`src/rtl/spi_slave_pkg.sv`:
```
// Shared constants and types for the SPI slave: byte width, SPI mode and FSM encoding.
package spi_slave_pkg;

    localparam int unsigned BYTE_W    = 8;
    localparam int unsigned SPI_MODE  = 3;
    localparam int unsigned BIT_CNT_W = $clog2(BYTE_W);

    typedef logic [BIT_CNT_W-1:0] bit_cnt_t;
    typedef logic [BYTE_W-1:0]    byte_t;

    localparam bit_cnt_t LAST_BIT = bit_cnt_t'(BYTE_W - 1);

    // Idle level of sclk follows CPOL, the upper bit of the mode number.
    localparam logic SCLK_IDLE = 1'((SPI_MODE >> 1) & 1);

    typedef enum logic {
        StIdle   = 1'b0,
        StActive = 1'b1
    } state_e;

endpackage

```
`src/rtl/spi_slave_if.sv`:
```
// Pin and byte-stream bundle between an SPI slave and its surroundings.
interface spi_slave_if;
    import spi_slave_pkg::*;

    logic  cs_n;
    logic  sclk;
    logic  mosi;
    logic  miso;
    logic  miso_oe;
    byte_t tx_din;
    logic  tx_load;
    logic  tx_ready;
    byte_t rx_dout;
    logic  rx_valid;
    logic  tx_underrun;
    logic  busy;

    modport slave (
        input  cs_n, sclk, mosi, tx_din, tx_load,
        output miso, miso_oe, tx_ready, rx_dout, rx_valid, tx_underrun, busy
    );

    modport master (
        output cs_n, sclk, mosi, tx_din, tx_load,
        input  miso, miso_oe, tx_ready, rx_dout, rx_valid, tx_underrun, busy
    );

endinterface

```
`src/rtl/spi_sync.sv`:
```
// N-stage synchronizer with registered rise/fall detection against a delayed copy.
module spi_sync #(
    parameter int unsigned STAGES    = 2,
    parameter logic        RESET_VAL = 1'b0
) (
    input  logic clk,
    input  logic rst_n,
    input  logic d,
    output logic q,
    output logic rise,
    output logic fall
);

    logic [STAGES-1:0] sync_q;
    logic              prev_q;
    logic              rise_q;
    logic              fall_q;

    // Shift the async input through the chain and register edge events.
    always_ff @(posedge clk or negedge rst_n) begin
        if (!rst_n) begin
            sync_q <= {STAGES{RESET_VAL}};
            prev_q <= RESET_VAL;
            rise_q <= 1'b0;
            fall_q <= 1'b0;
        end else begin
            sync_q <= {sync_q[STAGES-2:0], d};
            prev_q <= sync_q[STAGES-1];
            rise_q <= sync_q[STAGES-1] & ~prev_q;
            fall_q <= ~sync_q[STAGES-1] & prev_q;
        end
    end

    assign q    = sync_q[STAGES-1];
    assign rise = rise_q;
    assign fall = fall_q;

endmodule

```
`src/rtl/spi_slave.sv`:
```
// SPI mode-3 slave: oversampled pins, byte-wide rx/tx with a one-byte tx holding register.
module spi_slave import spi_slave_pkg::*; #(
    parameter int unsigned SYNC_STAGES = 2,
    parameter byte_t       DUMMY_BYTE  = 8'hFF
) (
    input logic        clk,
    input logic        rst_n,
    spi_slave_if.slave bus
);

    // Chain plus the prev/edge registers must hold pin-derived values before edges are trusted.
    localparam logic [2:0] FLUSH_CYCLES = 3'(SYNC_STAGES + 2);

    logic cs_q, cs_rise, cs_fall;
    logic sclk_q, sclk_rise, sclk_fall;
    logic mosi_q;

    logic [SYNC_STAGES-1:0] mosi_sync_q;
    logic [2:0]             flush_cnt_q;
    logic                   flushed;
    logic                   armed_q;

    state_e   state_q, state_d;
    bit_cnt_t bit_cnt_q, bit_cnt_d;
    byte_t    rx_shift_q, rx_shift_d;
    byte_t    rx_dout_q, rx_dout_d;
    logic     rx_valid_q, rx_valid_d;
    byte_t    tx_shift_q, tx_shift_d;
    byte_t    hold_q, hold_d;
    logic     hold_full_q, hold_full_d;
    logic     underrun_q, underrun_d;
    logic     take_hold;

    spi_sync #(
        .STAGES    (SYNC_STAGES),
        .RESET_VAL (1'b1)
    ) u_sync_cs (
        .clk  (clk),
        .rst_n(rst_n),
        .d    (bus.cs_n),
        .q    (cs_q),
        .rise (cs_rise),
        .fall (cs_fall)
    );

    spi_sync #(
        .STAGES    (SYNC_STAGES),
        .RESET_VAL (SCLK_IDLE)
    ) u_sync_sclk (
        .clk  (clk),
        .rst_n(rst_n),
        .d    (bus.sclk),
        .q    (sclk_q),
        .rise (sclk_rise),
        .fall (sclk_fall)
    );

    // mosi only needs its level; it is stable for many clk around each sclk rise.
    always_ff @(posedge clk or negedge rst_n) begin
        if (!rst_n) begin
            mosi_sync_q <= '0;
        end else begin
            mosi_sync_q <= {mosi_sync_q[SYNC_STAGES-2:0], bus.mosi};
        end
    end

    assign mosi_q  = mosi_sync_q[SYNC_STAGES-1];
    assign flushed = (flush_cnt_q == FLUSH_CYCLES);

    // Arm only after the bus has been seen idle, so a cs_n held low through reset is ignored.
    always_ff @(posedge clk or negedge rst_n) begin
        if (!rst_n) begin
            flush_cnt_q <= '0;
            armed_q     <= 1'b0;
        end else begin
            if (!flushed) begin
                flush_cnt_q <= flush_cnt_q + 3'd1;
            end
            if (flushed && cs_q && (sclk_q == SCLK_IDLE)) begin
                armed_q <= 1'b1;
            end
        end
    end

    // FSM and datapath state registers.
    always_ff @(posedge clk or negedge rst_n) begin
        if (!rst_n) begin
            state_q     <= StIdle;
            bit_cnt_q   <= '0;
            rx_shift_q  <= '0;
            rx_dout_q   <= '0;
            rx_valid_q  <= 1'b0;
            tx_shift_q  <= '0;
            hold_q      <= '0;
            hold_full_q <= 1'b0;
            underrun_q  <= 1'b0;
        end else begin
            state_q     <= state_d;
            bit_cnt_q   <= bit_cnt_d;
            rx_shift_q  <= rx_shift_d;
            rx_dout_q   <= rx_dout_d;
            rx_valid_q  <= rx_valid_d;
            tx_shift_q  <= tx_shift_d;
            hold_q      <= hold_d;
            hold_full_q <= hold_full_d;
            underrun_q  <= underrun_d;
        end
    end

    // Next-state: frame control, rx assembly on sclk rise, tx shifting on sclk fall.
    always_comb begin
        state_d     = state_q;
        bit_cnt_d   = bit_cnt_q;
        rx_shift_d  = rx_shift_q;
        rx_dout_d   = rx_dout_q;
        rx_valid_d  = 1'b0;
        tx_shift_d  = tx_shift_q;
        hold_d      = hold_q;
        hold_full_d = hold_full_q;
        underrun_d  = 1'b0;
        take_hold   = 1'b0;

        case (state_q)
            StIdle: begin
                if (cs_fall && armed_q) begin
                    state_d = StActive;
                end
            end
            StActive: begin
                if (cs_rise) begin
                    // Abandon any partial byte; holding register is left alone.
                    state_d    = StIdle;
                    bit_cnt_d  = '0;
                    rx_shift_d = '0;
                    tx_shift_d = '0;
                end else begin
                    if (sclk_rise) begin
                        rx_shift_d = {rx_shift_q[BYTE_W-2:0], mosi_q};
                        bit_cnt_d  = bit_cnt_q + bit_cnt_t'(1);
                        if (bit_cnt_q == LAST_BIT) begin
                            rx_dout_d  = rx_shift_d;
                            rx_valid_d = 1'b1;
                        end
                    end
                    if (sclk_fall) begin
                        if (bit_cnt_q == '0) begin
                            if (hold_full_q) begin
                                tx_shift_d = hold_q;
                                take_hold  = 1'b1;
                            end else begin
                                tx_shift_d = DUMMY_BYTE;
                                underrun_d = 1'b1;
                            end
                        end else begin
                            tx_shift_d = {tx_shift_q[BYTE_W-2:0], 1'b0};
                        end
                    end
                end
            end
            default: state_d = StIdle;
        endcase

        // A load arriving with an empty register lands even if that same cycle underran.
        if (take_hold) begin
            hold_full_d = 1'b0;
        end
        if (bus.tx_load && !hold_full_q) begin
            hold_d      = bus.tx_din;
            hold_full_d = 1'b1;
        end
    end

    assign bus.busy        = (state_q == StActive);
    assign bus.miso_oe     = (state_q == StActive) && !cs_q;
    assign bus.miso        = bus.miso_oe & tx_shift_q[BYTE_W-1];
    assign bus.tx_ready    = ~hold_full_q;
    assign bus.rx_dout     = rx_dout_q;
    assign bus.rx_valid    = rx_valid_q;
    assign bus.tx_underrun = underrun_q;

endmodule

```
`src/flat_wrapper.sv`:
```
// flat-port wrapper written by rule: the top's interface ports become plain ports
module spi_slave_flat import spi_slave_pkg::*;
#(
    parameter int unsigned SYNC_STAGES = 2,
    parameter byte_t       DUMMY_BYTE  = 8'hFF
)
  (clk, rst_n, bus_cs_n, bus_sclk, bus_mosi, bus_tx_din, bus_tx_load, bus_miso, bus_miso_oe, bus_tx_ready, bus_rx_dout, bus_rx_valid, bus_tx_underrun, bus_busy);
  spi_slave_if bus_i ();
  input logic clk;
  input logic rst_n;
  input wire logic [$bits(bus_i.cs_n)-1:0] bus_cs_n;
  input wire logic [$bits(bus_i.sclk)-1:0] bus_sclk;
  input wire logic [$bits(bus_i.mosi)-1:0] bus_mosi;
  input wire logic [$bits(bus_i.tx_din)-1:0] bus_tx_din;
  input wire logic [$bits(bus_i.tx_load)-1:0] bus_tx_load;
  output wire logic [$bits(bus_i.miso)-1:0] bus_miso;
  output wire logic [$bits(bus_i.miso_oe)-1:0] bus_miso_oe;
  output wire logic [$bits(bus_i.tx_ready)-1:0] bus_tx_ready;
  output wire logic [$bits(bus_i.rx_dout)-1:0] bus_rx_dout;
  output wire logic [$bits(bus_i.rx_valid)-1:0] bus_rx_valid;
  output wire logic [$bits(bus_i.tx_underrun)-1:0] bus_tx_underrun;
  output wire logic [$bits(bus_i.busy)-1:0] bus_busy;
  assign bus_i.cs_n = bus_cs_n;
  assign bus_i.sclk = bus_sclk;
  assign bus_i.mosi = bus_mosi;
  assign bus_i.tx_din = bus_tx_din;
  assign bus_i.tx_load = bus_tx_load;
  assign bus_miso = bus_i.miso;
  assign bus_miso_oe = bus_i.miso_oe;
  assign bus_tx_ready = bus_i.tx_ready;
  assign bus_rx_dout = bus_i.rx_dout;
  assign bus_rx_valid = bus_i.rx_valid;
  assign bus_tx_underrun = bus_i.tx_underrun;
  assign bus_busy = bus_i.busy;
  spi_slave #(.SYNC_STAGES(SYNC_STAGES), .DUMMY_BYTE(DUMMY_BYTE)) u_core (.clk(clk), .rst_n(rst_n), .bus(bus_i));
endmodule
```
`config.mk`:
```
export PLATFORM = sky130hd
export DESIGN_NAME = spi_slave_flat
export DESIGN_NICKNAME = d
export VERILOG_FILES = /design/src/rtl/spi_slave_pkg.sv /design/src/rtl/spi_slave_if.sv /design/src/rtl/spi_sync.sv /design/src/rtl/spi_slave.sv /design/src/flat_wrapper.sv
export SDC_FILE = /design/constraint.sdc
export NUM_CORES = 1
export LEC_CHECK = 0
export ABC_AREA = 0
export BUFFER_PORTS_ARGS = -buffer_cell sky130_fd_sc_hd__clkbuf_2
export CORE_MARGIN = 2
export CORE_UTILIZATION = 55
export CTS_CLUSTER_DIAMETER = 100
export DETAILED_ROUTE_END_ITERATION = 10
export MAX_ROUTING_LAYER = met4
export PLACE_DENSITY = 0.73
export SLEW_MARGIN = 10
export SYNTH_ARGS = -nofsm -noshare
export SYNTH_HDL_FRONTEND = slang
export SYNTH_SLANG_ARGS = --single-unit
```
`constraint.sdc`:
```
create_clock -name clk -period 3.58 [get_ports clk]
set_input_delay 0.358 -clock clk [delete_from_list [all_inputs] [get_ports clk]]
set_output_delay 0.358 -clock clk [all_outputs]
set_load 0.05 [all_outputs]
```
==> run_results.csv <==
group,metric,value,unit
place,hpwl,2660,um
sta,setup_violations,0,
place,dpl_worst_slack,1.95,ns
route,ant_nets,0,
yosys,synth_cell_types,30,
place,port_buffers,27,
yosys,synth-async-reset-ratio,100,%
critical_path,cp.required,3.22,ns
critical_path,path_cells,"nor2b_1 -> and2_1 -> clkbuf_2",
die,fp.dieH,67.2,um
clock_tree,post_cts_resized,0,
sta,period_needed,1.97,ns
die,start_util,58.7,%
clock_tree,clk_pin_slew,0.09,ns
final_layout,finish.utilization,65.9,%
grt,grt_pass1_vias,1370,
yosys,syn-num-nets,193,
clock_tree,post-cts-setup-buffer-count,0,
yosys,yosys_warnings,0,
route,wirelength,3650,um
sta,setup_tns,0,ns
route,viasPerCell,5.43,
power_and_ir_drop,powerDensity,687,nW/um2
yosys,synth-seq-cells,54,
die,dieArea,4520,um2
sta,rsz0062_at_grt,"no",
yosys,syn_area,2200,um2
die,io_pins,28,
grt,grt_first_pass_wirelength,6350,um
place,gp_congestion,0.788,
critical_path,arrival,1.61,ns
sta,worst_pin_slew,0.718,ns
die,die_w,67.2,um
final_layout,fin_nets,221,
sta,max_freq,508,MHz
clock_tree,cts_tree,"yes",
critical_path,critPathTopFamily,"flip-flops",
final_layout,diodes,0,
flow_run,cap_violations,0,
yosys,synth_top_area_share,54.7,%
critical_path,slowest_delay,0.64,ns
yosys,synth.area.top_cells,"dfrtp_1 (55%), dfstp_2 (7.2%), mux2_4 (5.5%)",
route,drc,0,
route,first_iter_violations,77,
sta,setup_ws,1.61,ns
power_and_ir_drop,peakVddDrop,0.398,mV
yosys,synthCells,174,
place,place_area,2360,um2
final_layout,final_common_cell,"dfrtp_1",
critical_path,path_buf_inv,1,
die,fp.coreArea,3740,um2
yosys,syn_avg_cell_area,12.6,um2
grt,antenna_found_initial,0,
sta,relSlewSlack,52.1,%
yosys,yosys.area.top_type,"dfrtp_1",
clock_tree,clockBufferDepth,2,
final_layout,syn_to_final_growth,12.3,%
critical_path,critPathLaunchType,"register",
clock_tree,numCtsBuffers,5,
critical_path,crit_slowest_cell,"dfrtp_1",
clock_tree,cts_root_buffer,"clkbuf_8",
final_layout,stdcell_area,2470,um2
yosys,synth-edff-count,0,
power_and_ir_drop,p_leak,1.23,nW
yosys,synthFlopType,"dfrtp_1",
clock_tree,clock_sinks,54,
grt,grt_remaining_overflow,0,
sta,timing.final.crit_share,55.0,%
yosys,seq_area_frac_synth,61.8,%
route,drtPass1Iterations,4,
clock_tree,cts_hold_buffers,0,
final_layout,drive_gt1_share,29.1,%
critical_path,criticalPathCategory,"register to output pin",
clock_tree,ctsHtreeMaxLevel,2,
critical_path,cp-end-kind,"output pin",
sta,slew_viol_final,0,
die,row_count,22,
grt,grt_usage,20.2,%
worst_hold_path,hold_path_class,"primary input to asynchronous set/reset pin",
grt,grt_max_degree,34,
clock_tree,clk_latency,0.30,ns
critical_path,crit_fanout,16,
route,wire_per_inst,14.5,um
route,vias,1363,
outcome,status,"completed",
sta,worst_clock_skew,0.00454,ns
sta,hold_viol,0,
final_layout,final_cell_mix,"dfrtp_1 (48), clkbuf_2 (27), inv_1 (13), nand2_1 (12), nor2_1 (12)",
## where the power goes
group | leakage [nW] | switching, mW | internal [mW]
clock | 0.0524 | 0.183 | 0.209
sequential | 0.669 | 0.115 | 0.765
combinational | 0.504 | 0.233 | 0.189
total | 1.23 | 0.532 | 1.16
## registers in the layout, indices dropped and copies added, names as in the netlist, 2 cells and up
register and flops:
u_core.u_sync_cs.sync_q 2, u_core.bit_cnt_q 3, u_core.flush_cnt_q 3, u_core.hold_q 8
u_core.tx_shift_q 8, u_core.bus.rx_dout 8, u_core.u_sync_sclk.sync_q 2, u_core.rx_shift_q 7
u_core.mosi_sync_q 2
## synthesized netlist by cell type (2+ instances only)
cell type / instances
o22ai_1: 8
o21ai_0: 3
dfrtp_1: 48
nor2b_1: 7
a2bb2oi_1: 8
and2_1: 2
buf_2: 4
o31ai_1: 7
ha_1: 5
clkbuf_1: 2
inv_1: 13
mux2_2: 9
nor2_1: 12
dfstp_2: 6
nand2_1: 12
mux2_4: 8
nor3_1: 7
## path summary, 6_finish.rpt
kind	start	end	slack (ns)	depth (start not counted)
hold reg to reg	u_core.u_sync_sclk.sync_q[0]	u_core.u_sync_sclk.sync_q[1]	0.36	0
hold / removal	rst_n	u_core.bus.rx_valid	0.01	1
setup reg to reg	u_core.bus.busy	u_core.hold_full_q	2.00	3
min in group clk	bus_sclk	u_core.u_sync_sclk.sync_q[0]	0.13	1
max in group asynchronous	rst_n	u_core.u_sync_cs.prev_q	2.73	2
setup / recovery	u_core.bus.busy	bus_miso	1.61	3
## per-layer routing
layer | vias up | wire length (um) | global-route usage, %
met3 | 11 | 144 | 6.00
met1 | 670 | 1700 | 26.5
met5 | - | 0 | -
met4 | 0 | 106 | 11.5
li1 | 650 | - | -
met2 | 32 | 1700 | 28.2
## metrics by stage
step	hold WS, ns	cells	power (mW)
final	0.00992	251	1.69
after detailed placement	0.346	243	1.32
after floorplan	0.0624	174	1.20
after global routing	0.0376	251	1.81
after global placement	0.333	243	1.28
after CTS	0.0135	251	1.71
## area by class of cell
cell class	instances	area, um2
timing repair buffer	28	143
multi-input combinational	99	747
fill	300	1280
tap	48	60.1
clock inverter	1	30.0
inverter	14	52.6
clock buffer	7	76.3
sequential	54	1360
## cells by family after synthesis
family	synth area share, %
DFF	61.8
and+or+nand+nor	10.3
AOI/OAI and AO/OA	9.97
buffers and inverters	4.16
muxes	10.5
adders and majority gates	2.85
xor gates and xnor gates	0.399
Power figures use the tool's default switching activity.
